--- src/rtl/fft_pkg.sv ---
// Shared types and constants for the FFT post-processing blocks: the complex
// sample layout, the power word width and the bin-index width helper.
package fft_pkg;

   localparam int CPLX_WIDTH  = 16;
   localparam int POWER_WIDTH = 2 * CPLX_WIDTH;

   typedef struct packed {
      logic signed [CPLX_WIDTH-1:0] re;
      logic signed [CPLX_WIDTH-1:0] im;
   } complex_t;

   function automatic int bin_width(input int fft_size);
      return $clog2(fft_size);
   endfunction

endpackage

--- src/rtl/fft_cplx_sq.sv ---
// First pipeline stage: registers re^2 and im^2 of one complex sample together
// with its bin tag. Shifts only on advance; flush drops the held sample.
module fft_cplx_sq #(
   parameter int DW = 16,
   parameter int BW = 4
) (
   input  logic                   clk_i,
   input  logic                   rst_i,
   input  logic                   flush_i,
   input  logic                   advance_i,
   input  logic                   in_valid_i,
   input  logic signed [DW-1:0]   re_i,
   input  logic signed [DW-1:0]   im_i,
   input  logic [BW-1:0]          bin_i,
   output logic                   valid_o,
   output logic signed [2*DW-1:0] re_sq_o,
   output logic signed [2*DW-1:0] im_sq_o,
   output logic [BW-1:0]          bin_o
);

   logic                   valid_q, valid_d;
   logic signed [2*DW-1:0] re_sq_q, re_sq_d;
   logic signed [2*DW-1:0] im_sq_q, im_sq_d;
   logic signed [2*DW-1:0] re_ext, im_ext;
   logic [BW-1:0]          bin_q, bin_d;

   always_comb begin
      re_ext  = {{DW{re_i[DW-1]}}, re_i};
      im_ext  = {{DW{im_i[DW-1]}}, im_i};
      valid_d = valid_q;
      re_sq_d = re_sq_q;
      im_sq_d = im_sq_q;
      bin_d   = bin_q;
      if (flush_i) begin
         valid_d = 1'b0;
      end else if (advance_i) begin
         valid_d = in_valid_i;
         if (in_valid_i) begin
            // Squares of a sign-extended Q1.15 value never exceed 2^30.
            re_sq_d = re_ext * re_ext;
            im_sq_d = im_ext * im_ext;
            bin_d   = bin_i;
         end else begin
            bin_d = bin_q;
         end
      end else begin
         valid_d = valid_q;
      end
   end

   always_ff @(posedge clk_i) begin
      if (rst_i) begin
         valid_q <= 1'b0;
         re_sq_q <= '0;
         im_sq_q <= '0;
         bin_q   <= '0;
      end else begin
         valid_q <= valid_d;
         re_sq_q <= re_sq_d;
         im_sq_q <= im_sq_d;
         bin_q   <= bin_d;
      end
   end

   assign valid_o = valid_q;
   assign re_sq_o = re_sq_q;
   assign im_sq_o = im_sq_q;
   assign bin_o   = bin_q;

endmodule

--- src/rtl/fft_power_peak.sv ---
// Converts a stream of FFT bins to power (re^2+im^2) with a two-stage
// back-pressured pipeline, and reports the per-frame peak bin and power.
module fft_power_peak
   import fft_pkg::*;
#(
   parameter int FFT_SIZE      = 16,
   parameter int DATA_WIDTH    = CPLX_WIDTH,
   parameter int HALF_SPECTRUM = 1
) (
   input  logic                        clk_i,
   input  logic                        rst_i,
   input  logic                        clear_i,
   input  logic                        in_valid_i,
   input  logic [2*DATA_WIDTH-1:0]     in_data_i,
   output logic                        in_ready_o,
   output logic                        pwr_valid_o,
   output logic [2*DATA_WIDTH-1:0]     pwr_data_o,
   output logic [$clog2(FFT_SIZE)-1:0] pwr_bin_o,
   output logic                        pwr_last_o,
   input  logic                        pwr_ready_i,
   output logic                        peak_valid_o,
   output logic [$clog2(FFT_SIZE)-1:0] peak_bin_o,
   output logic [2*DATA_WIDTH-1:0]     peak_pwr_o,
   output logic [15:0]                 frame_cnt_o
);

   localparam int DW       = DATA_WIDTH;
   localparam int PW       = 2 * DATA_WIDTH;
   localparam int BW       = bin_width(FFT_SIZE);
   localparam int OUT_BINS = (HALF_SPECTRUM != 0) ? FFT_SIZE / 2 : FFT_SIZE;
   localparam logic [BW-1:0] LAST_BIN = BW'(OUT_BINS - 1);

   logic                 advance, in_hs, out_hs, admit, take;
   logic                 s1_valid;
   logic signed [PW-1:0] s1_re_sq, s1_im_sq;
   logic [BW-1:0]        s1_bin;
   logic [BW-1:0]        bin_cnt_q, bin_cnt_d;
   logic                 pwr_valid_q, pwr_valid_d, pwr_last_q, pwr_last_d;
   logic [PW-1:0]        pwr_data_q, pwr_data_d;
   logic [BW-1:0]        pwr_bin_q, pwr_bin_d;
   logic [PW-1:0]        max_pwr_q, max_pwr_d, cand_pwr;
   logic [BW-1:0]        max_bin_q, max_bin_d, cand_bin;
   logic                 peak_valid_q, peak_valid_d;
   logic [BW-1:0]        peak_bin_q, peak_bin_d;
   logic [PW-1:0]        peak_pwr_q, peak_pwr_d;
   logic [15:0]          frame_cnt_q, frame_cnt_d;

   always_comb begin
      advance    = !pwr_valid_q || pwr_ready_i;
      in_ready_o = advance && !clear_i;
      in_hs      = in_valid_i && in_ready_o;
      out_hs     = pwr_valid_q && pwr_ready_i;
      // Upper-half bins are consumed but become bubbles in the pipeline.
      admit      = in_hs && ((HALF_SPECTRUM == 0) || !bin_cnt_q[BW-1]);
   end

   fft_cplx_sq #(.DW(DW), .BW(BW)) u_sq (
      .clk_i      (clk_i),
      .rst_i      (rst_i),
      .flush_i    (clear_i),
      .advance_i  (advance),
      .in_valid_i (admit),
      .re_i       (in_data_i[PW-1:DW]),
      .im_i       (in_data_i[DW-1:0]),
      .bin_i      (bin_cnt_q),
      .valid_o    (s1_valid),
      .re_sq_o    (s1_re_sq),
      .im_sq_o    (s1_im_sq),
      .bin_o      (s1_bin)
   );

   always_comb begin
      bin_cnt_d    = bin_cnt_q;
      pwr_valid_d  = pwr_valid_q;
      pwr_data_d   = pwr_data_q;
      pwr_bin_d    = pwr_bin_q;
      pwr_last_d   = pwr_last_q;
      max_pwr_d    = max_pwr_q;
      max_bin_d    = max_bin_q;
      peak_valid_d = 1'b0;
      peak_bin_d   = peak_bin_q;
      peak_pwr_d   = peak_pwr_q;
      frame_cnt_d  = frame_cnt_q;

      take     = (pwr_bin_q == '0) || (pwr_data_q > max_pwr_q);
      cand_pwr = take ? pwr_data_q : max_pwr_q;
      cand_bin = take ? pwr_bin_q : max_bin_q;

      if (clear_i) begin
         bin_cnt_d   = '0;
         pwr_valid_d = 1'b0;
         max_pwr_d   = '0;
         max_bin_d   = '0;
      end else begin
         if (in_hs) begin
            bin_cnt_d = bin_cnt_q + BW'(1);
         end else begin
            bin_cnt_d = bin_cnt_q;
         end
         if (advance) begin
            pwr_valid_d = s1_valid;
            if (s1_valid) begin
               // Both squares are non-negative, so the unsigned sum holds 2^31.
               pwr_data_d = $unsigned(s1_re_sq) + $unsigned(s1_im_sq);
               pwr_bin_d  = s1_bin;
               pwr_last_d = (s1_bin == LAST_BIN);
            end else begin
               pwr_last_d = pwr_last_q;
            end
         end else begin
            pwr_valid_d = pwr_valid_q;
         end
         if (out_hs) begin
            max_pwr_d = cand_pwr;
            max_bin_d = cand_bin;
            if (pwr_last_q) begin
               peak_valid_d = 1'b1;
               peak_bin_d   = cand_bin;
               peak_pwr_d   = cand_pwr;
               frame_cnt_d  = frame_cnt_q + 16'd1;
            end else begin
               peak_valid_d = 1'b0;
            end
         end else begin
            max_pwr_d = max_pwr_q;
         end
      end
   end

   always_ff @(posedge clk_i) begin
      if (rst_i) begin
         bin_cnt_q    <= '0;
         pwr_valid_q  <= 1'b0;
         pwr_data_q   <= '0;
         pwr_bin_q    <= '0;
         pwr_last_q   <= 1'b0;
         max_pwr_q    <= '0;
         max_bin_q    <= '0;
         peak_valid_q <= 1'b0;
         peak_bin_q   <= '0;
         peak_pwr_q   <= '0;
         frame_cnt_q  <= '0;
      end else begin
         bin_cnt_q    <= bin_cnt_d;
         pwr_valid_q  <= pwr_valid_d;
         pwr_data_q   <= pwr_data_d;
         pwr_bin_q    <= pwr_bin_d;
         pwr_last_q   <= pwr_last_d;
         max_pwr_q    <= max_pwr_d;
         max_bin_q    <= max_bin_d;
         peak_valid_q <= peak_valid_d;
         peak_bin_q   <= peak_bin_d;
         peak_pwr_q   <= peak_pwr_d;
         frame_cnt_q  <= frame_cnt_d;
      end
   end

   assign pwr_valid_o  = pwr_valid_q;
   assign pwr_data_o   = pwr_data_q;
   assign pwr_bin_o    = pwr_bin_q;
   assign pwr_last_o   = pwr_last_q;
   assign peak_valid_o = peak_valid_q;
   assign peak_bin_o   = peak_bin_q;
   assign peak_pwr_o   = peak_pwr_q;
   assign frame_cnt_o  = frame_cnt_q;

endmodule

--- config.mk ---
export PLATFORM = sky130hd
export DESIGN_NAME = fft_power_peak
export DESIGN_NICKNAME = d
export VERILOG_FILES = /design/src/rtl/fft_pkg.sv /design/src/rtl/fft_cplx_sq.sv /design/src/rtl/fft_power_peak.sv
export SDC_FILE = /design/constraint.sdc
export NUM_CORES = 2
export LEC_CHECK = 0
export ABC_AREA = 1
export CAP_MARGIN = 20
export CORE_MARGIN = 2
export CORE_UTILIZATION = 28
export CTS_CLUSTER_SIZE = 8
export DETAILED_ROUTE_END_ITERATION = 16
export DONT_BUFFER_PORTS = 1
export GPL_TIMING_DRIVEN = 1
export PLACE_DENSITY = 0.47
export SETUP_SLACK_MARGIN = 0.3
export SYNTH_ARGS = -nofsm -noshare
export SYNTH_HDL_FRONTEND = slang
export SYNTH_SLANG_ARGS = --single-unit
export TNS_END_PERCENT = 20
--- constraint.sdc ---
create_clock -name clk_i -period 8.2 [get_ports clk_i]
set_clock_uncertainty 0.15 [all_clocks]
set_input_delay 1.64 -clock clk_i [delete_from_list [all_inputs] [get_ports clk_i]]
set_output_delay 1.64 -clock clk_i [all_outputs]
set_load 0.005 [all_outputs]
Yosys cells after proc, flatten, opt, wreduce, memory -nomap -nowiden --
Cells that the tools add are included.
Cells by class: add/subtract/negate cells 3, $mul 2, magnitude comparators 1, equality and inequality tests 1, mux-type cells 3, bitwise logic cells 2, reduce and logical (&&, ||, !) cells 15
Operators with widths (number):
- 16-bit by 16-bit multiplier with 32-bit output | 2
- 32-bit adder | 1
- 32-bit > comparator | 1
- 32-bit 2-to-1 mux | 1
- 16-bit by 1-bit adder with 16-bit output (second input constant) | 1
- 3-bit AND reduction | 3
- 4-bit by 1-bit adder with 4-bit output (second input constant) | 1
- 4-bit by 3-bit equality test with 1-bit output (second input constant) | 1
- 1-bit logical AND | 4
- 4-bit zero test | 1
- 4-bit 2-to-1 mux | 1
- 1-bit zero test | 3
- 3-bit OR reduction | 1
- 1-bit logical OR | 2
- 1-bit inverter | 2
- 2-bit OR reduction | 1
- 1-bit 2-to-1 mux | 1
Word-level totals: bits in registers 200, input port bits 37, output and inout port bits 92, logic and storage cells 42

Depth between registers and ports, before layout --
depth after elaboration 6, depth in mapped cells 29, mapped depth without buffers 28

By module --
A second synthesis with hierarchy kept.
Unflattened totals: cells, all modules 4283, area, all modules 30964.7 sq um
By module, submodules not included:
- fft_cplx_sq | times used 1, cells each 2942, area each 22108.7 sq um, seq. area each 1341.3 sq um
- fft_power_peak | times used 1, cells each 1341, area each 8856.0 sq um, seq. area each 2622.5 sq um

Worst setup path before layout --
OpenSTA, ideal clock, no wires.
kind input to register, start input in_data_i[31], end register u_sq.re_sq_q[26], in the netlist u_sq.re_sq_o[26], library setup time 0.109 ns, arrival time 7.012 ns, data required time 7.941 ns, path slack 0.929 ns, stages on the path 25, path buffers 2, cells stage by stage clkbuf_1 clkbuf_1 nand2_1 inv_1 fa_1 fa_1 fa_1 fa_1 fa_1 inv_1 fa_1 inv_1 ha_1 nand2_1 nor2_1 inv_1 nor2_1 nand3_1 or2_2 nand3_1 nand2_1 inv_1 o21ai_0 nand2_1 inv_1
On the way: longest elaborated chain between the ends 1
RTL lines:
- start: declaration | line fft_power_peak.sv:14 | input logic [2*DATA_WIDTH-1:0] in_data_i,
- 16-bit by 16-bit multiplier with 32-bit output | line fft_cplx_sq.sv:40 | re_sq_d = re_ext * re_ext;
- end signal: assignment | line fft_cplx_sq.sv:59 | re_sq_q <= re_sq_d;
- end: declaration | line fft_cplx_sq.sv:22 | logic signed [2*DW-1:0] re_sq_q, re_sq_d;
Every way passes these cells. A chain may end at the register's enable or synchronous reset.

Worst setup path after layout --
start input in_data_i[31], end register u_sq.re_sq_q[28], in the netlist u_sq.re_sq_o[28]
Same word-level chain as after synthesis.

==> report_table.html <==
<table>
<tr><th>Metric</th><th>Value</th></tr>
<tr><th colspan="2">Status</th></tr>
<tr><td>Status</td><td>finished, violations left</td></tr>
<tr><td>Violations in the final reports</td><td>design-rule violations</td></tr>
<tr><th colspan="2">STA</th></tr>
<tr><td>Setup repair after global routing missed its margin</td><td>no</td></tr>
<tr><td>Slew at the pin closest to its max-slew limit</td><td>0.920 ns</td></tr>
<tr><td>Aggregate negative setup slack</td><td>0 ns</td></tr>
<tr><td>Time the worst path needs with I/O delays and setup</td><td>6.83 ns</td></tr>
<tr><td>Fin. max-slew vios</td><td>0</td></tr>
<tr><td>Max Clock Freq</td><td>0.146 GHz</td></tr>
<tr><td>Post-route fraction of the period consumed by the critical path</td><td>83.3%</td></tr>
<tr><td>Final hold viol count</td><td>0</td></tr>
<tr><td>Count of endpoints failing setup in the final report</td><td>0</td></tr>
<tr><td>Slew HR</td><td>38.7%</td></tr>
<tr><th colspan="2">Drt</th></tr>
<tr><td>Number of vias per cell</td><td>4.38</td></tr>
<tr><td>Aggregate routed wire length</td><td>79600 um</td></tr>
<tr><td>Average wire per cell in the routed design</td><td>15.1 um</td></tr>
<tr><td># DRC</td><td>9</td></tr>
<tr><td>Antenna violation net count after detailed routing</td><td>0</td></tr>
<tr><td>Iteration-0 DRC Markers</td><td>1119</td></tr>
<tr><td>Number of iterations in the first detailed-routing pass</td><td>15</td></tr>
<tr><td>Via count</td><td>23100</td></tr>
<tr><th colspan="2">CTS</th></tr>
<tr><td>Maximum number of buffers from clock root to sink</td><td>2</td></tr>
<tr><td>CTS tree</td><td>built</td></tr>
<tr><td>H-tree depth</td><td>4</td></tr>
<tr><td>Worst-Skew Late Latency</td><td>0.46 ns</td></tr>
<tr><td>Clock Root Buffer</td><td>sky130_fd_sc_hd__clkbuf_16</td></tr>
<tr><td>Post-CTS setup buffer count</td><td>0</td></tr>
<tr><td>Number of buffers inserted by hold repair at cts</td><td>0</td></tr>
<tr><td>Total number of clock tree sinks</td><td>198</td></tr>
<tr><td>Post-cts resize count</td><td>0</td></tr>
<tr><td>Clock-pin transition on the worst setup and hold timing paths</td><td>0.08 ns</td></tr>
<tr><td>CTS Buf Count</td><td>17</td></tr>
<tr><th colspan="2">Run</th></tr>
<tr><td># Max-Cap Violations</td><td>0</td></tr>
<tr><th colspan="2">Floorplanning</th></tr>
<tr><td>Die Wd</td><td>330 um</td></tr>
<tr><td>Site Rows</td><td>119</td></tr>
<tr><td>Die height</td><td>330 um</td></tr>
<tr><td>Core ar.</td><td>0.105 mm2</td></tr>
<tr><td>Overall die area</td><td>0.109 mm2</td></tr>
<tr><td>Initial cell density of the core</td><td>28.3%</td></tr>
<tr><td>Top-level I/O count</td><td>129</td></tr>
<tr><th colspan="2">Layout</th></tr>
<tr><td>Layout cell share with drive strength beyond 1</td><td>2.04%</td></tr>
<tr><td>Diodes inserted</td><td>0</td></tr>
<tr><td>Syn-to-layout area delta</td><td>6.37%</td></tr>
<tr><td>Net count reported at finish</td><td>4619</td></tr>
<tr><th colspan="2">Worst hold path</th></tr>
<tr><td>Hold Path Cell Cnt</td><td>2</td></tr>
<tr><td>Classification of the worst-slack hold path</td><td>register to register</td></tr>
<tr><th colspan="2">Synthesis</th></tr>
<tr><td>Number of warnings issued by yosys</td><td>0</td></tr>
<tr><td>Most frequently used flop master after synthesis</td><td>sky130_fd_sc_hd__dfxtp_1</td></tr>
<tr><td>Number of synthesized flops with an enable pin</td><td>0</td></tr>
<tr><td>Post-synthesis instance area</td><td>0.0298 mm2</td></tr>
<tr><td>Post-synth cell types</td><td>43</td></tr>
<tr><td>Number of synthesized register bits</td><td>198</td></tr>
<tr><td>Async set or reset register ratio after synthesis</td><td>0%</td></tr>
<tr><td>Sequential area share after synthesis</td><td>13.3%</td></tr>
<tr><td>Synthesized area per cell</td><td>7.51 um2</td></tr>
<tr><td>Synthesized netlist cell count</td><td>3964</td></tr>
<tr><td>Post-synthesis net count</td><td>4716</td></tr>
<tr><th colspan="2">Setup path</th></tr>
<tr><td>Critical path peak fanout</td><td>25</td></tr>
<tr><td>Required time reported for the critical path endpoint</td><td>8.41 ns</td></tr>
<tr><td>CP endpoint kind</td><td>register</td></tr>
<tr><td>Crit Path Class</td><td>input pin to register</td></tr>
<tr><td>Worst path arrival time</td><td>7.04 ns</td></tr>
<tr><td>Nature of the critical path startpoint</td><td>input pin</td></tr>
<tr><td>Reg2Reg Depth</td><td>9</td></tr>
<tr><th colspan="2">Placement</th></tr>
<tr><td>HPWL reported at the end of detailed placement</td><td>66000 um</td></tr>
<tr><td>GPL Wtd Cong</td><td>0.866</td></tr>
<tr><td>Number of buffer cells added on primary ports</td><td>0</td></tr>
<tr><th colspan="2">GRT</th></tr>
<tr><td>Remaining global-route overflow</td><td>0</td></tr>
<tr><td>Initial antenna violation count</td><td>0</td></tr>
<tr><td>Largest net degree at the start of global routing</td><td>93</td></tr>
<tr><td>Via count of the first global-routing pass</td><td>24000</td></tr>
<tr><td>Gr usage total</td><td>14.9%</td></tr>
<tr><td>Wire length of the first global-routing pass</td><td>130000 um</td></tr>
</table>
area by class of cell:
type	count	area (um2)
inverter	1100	4130
sequential	198	3960
fill	11500	73700
multi-input combinational	2540	21200
clock inverter	14	143
tap	1391	1740
timing repair buffer	10	75.1
clock buffer	18	429
synth_stat cells (9+ instances only):
cell | count | area [um2]
sky130_fd_sc_hd__a21boi_0 | 9 | 67.6
sky130_fd_sc_hd__a21o_1 | 11 | 82.6
sky130_fd_sc_hd__a21oi_1 | 162 | 811
sky130_fd_sc_hd__buf_2 | 12 | 60.1
sky130_fd_sc_hd__clkbuf_1 | 103 | 387
sky130_fd_sc_hd__dfxtp_1 | 198 | 3960
sky130_fd_sc_hd__fa_1 | 471 | 9430
sky130_fd_sc_hd__ha_1 | 244 | 3050
sky130_fd_sc_hd__inv_1 | 1095 | 4110
sky130_fd_sc_hd__nand2_1 | 692 | 2600
sky130_fd_sc_hd__nand3_1 | 226 | 1130
sky130_fd_sc_hd__nand4_1 | 34 | 213
sky130_fd_sc_hd__nor2_1 | 266 | 998
sky130_fd_sc_hd__nor3_1 | 23 | 115
sky130_fd_sc_hd__o211ai_1 | 28 | 210
sky130_fd_sc_hd__o21a_1 | 30 | 225
sky130_fd_sc_hd__o21ai_0 | 170 | 851
sky130_fd_sc_hd__o21bai_1 | 46 | 345
sky130_fd_sc_hd__or2_2 | 18 | 113
sky130_fd_sc_hd__xnor2_1 | 32 | 280
sky130_fd_sc_hd__xor2_1 | 45 | 394
routing by layer:
metal / vias to the layer above / global-route usage [%] / wire, um / share of wire, %
met4: 0 / 1.95 / 585 / 0.73
met2: 278 / 25.8 / 38000 / 48
met5: - / 0 / 0 / 0
li1: 11700 / - / - / -
met1: 11100 / 20.8 / 38800 / 49
met3: 36 / 1.25 / 2180 / 2.7
path summary, 6_finish.rpt:
| check | from | to | slack (ns) |
|---|---|---|---|
| max reg2reg | pwr_valid_o | u_sq.re_sq_o[12] | 5.31 |
| min | u_sq.bin_o[3] | u_sq.bin_o[3] | 0.32 |
| max | in_data_i[31] | u_sq.re_sq_o[28] | 1.37 |
| min reg2reg | u_sq.bin_o[3] | u_sq.bin_o[3] | 0.32 |
cell usage in the layout (no fill, tap or decap), drive strengths merged, types with 28 or more instances in the layout:
cell type	instances
o21bai	46
nand3	226
o21ai	172
o211ai	28
dfxtp	198
ha	244
inv	1106
nand2	694
xor2	45
xnor2	32
a21oi	163
o21a	30
nor2	268
nand4	35
fa	471
worst max-delay path, stage by stage:
cell and delay (ns):
sky130_fd_sc_hd__nand2_1 0.10, sky130_fd_sc_hd__inv_1 0.10, sky130_fd_sc_hd__fa_1 0.61, sky130_fd_sc_hd__fa_1 0.84, sky130_fd_sc_hd__fa_1 0.52, sky130_fd_sc_hd__fa_1 0.50
sky130_fd_sc_hd__fa_1 0.49, sky130_fd_sc_hd__inv_1 0.05, sky130_fd_sc_hd__fa_1 0.47, sky130_fd_sc_hd__inv_1 0.04, sky130_fd_sc_hd__ha_1 0.37, sky130_fd_sc_hd__nand2_1 0.11
sky130_fd_sc_hd__nor2_1 0.31, sky130_fd_sc_hd__nand2_1 0.16, sky130_fd_sc_hd__nor4_1 0.20, sky130_fd_sc_hd__nand2_1 0.16, sky130_fd_sc_hd__nand4_1 0.12, sky130_fd_sc_hd__nand3_1 0.10
sky130_fd_sc_hd__nand2_1 0.09, sky130_fd_sc_hd__inv_1 0.04
through the flow:
step / utilization [%] / instances / hold WS [ns] / setup slack [ns] / cell area [um2]
2_1_floorplan: - / 3964 / 0.296 / 0.929 / 29800
3_3_place_gp: 29.5 / 5239 / 0.310 / 0.867 / 31100
3_5_place_dp: 29.5 / 5239 / 0.315 / 0.901 / 31100
4_1_cts: 30.1 / 5271 / 0.325 / 1.38 / 31700
5_1_grt: 30.1 / 5271 / 0.344 / 1.09 / 31700
6_report: 30.1 / 5271 / 0.324 / 1.37 / 31700
cells by family after synthesis:
group | after synthesis | share of synthesized area [%]
simple gates | 1279 | 17.9
buf+inv | 1226 | 15.5
fa+ha+maj | 715 | 41.9
compound gates | 468 | 9.01
flops | 198 | 13.3
xor+xnor | 77 | 2.26
mux | 1 | 0.0378
registers in the layout (all words and copies together), names as in the netlist:
register / cells
bin_cnt_q: 4
frame_cnt_o: 16
max_bin_q: 4
max_pwr_q: 32
peak_bin_o: 4
peak_pwr_o: 32
peak_valid_o: 1
pwr_bin_o: 4
pwr_data_o: 32
pwr_last_o: 1
pwr_valid_o: 1
u_sq.bin_o: 4
u_sq.im_sq_o: 31
u_sq.re_sq_o: 31
u_sq.valid_o: 1
Power is not shown: default switching activity piles up to over one toggle a cycle in this logic, so the estimate is an artifact.
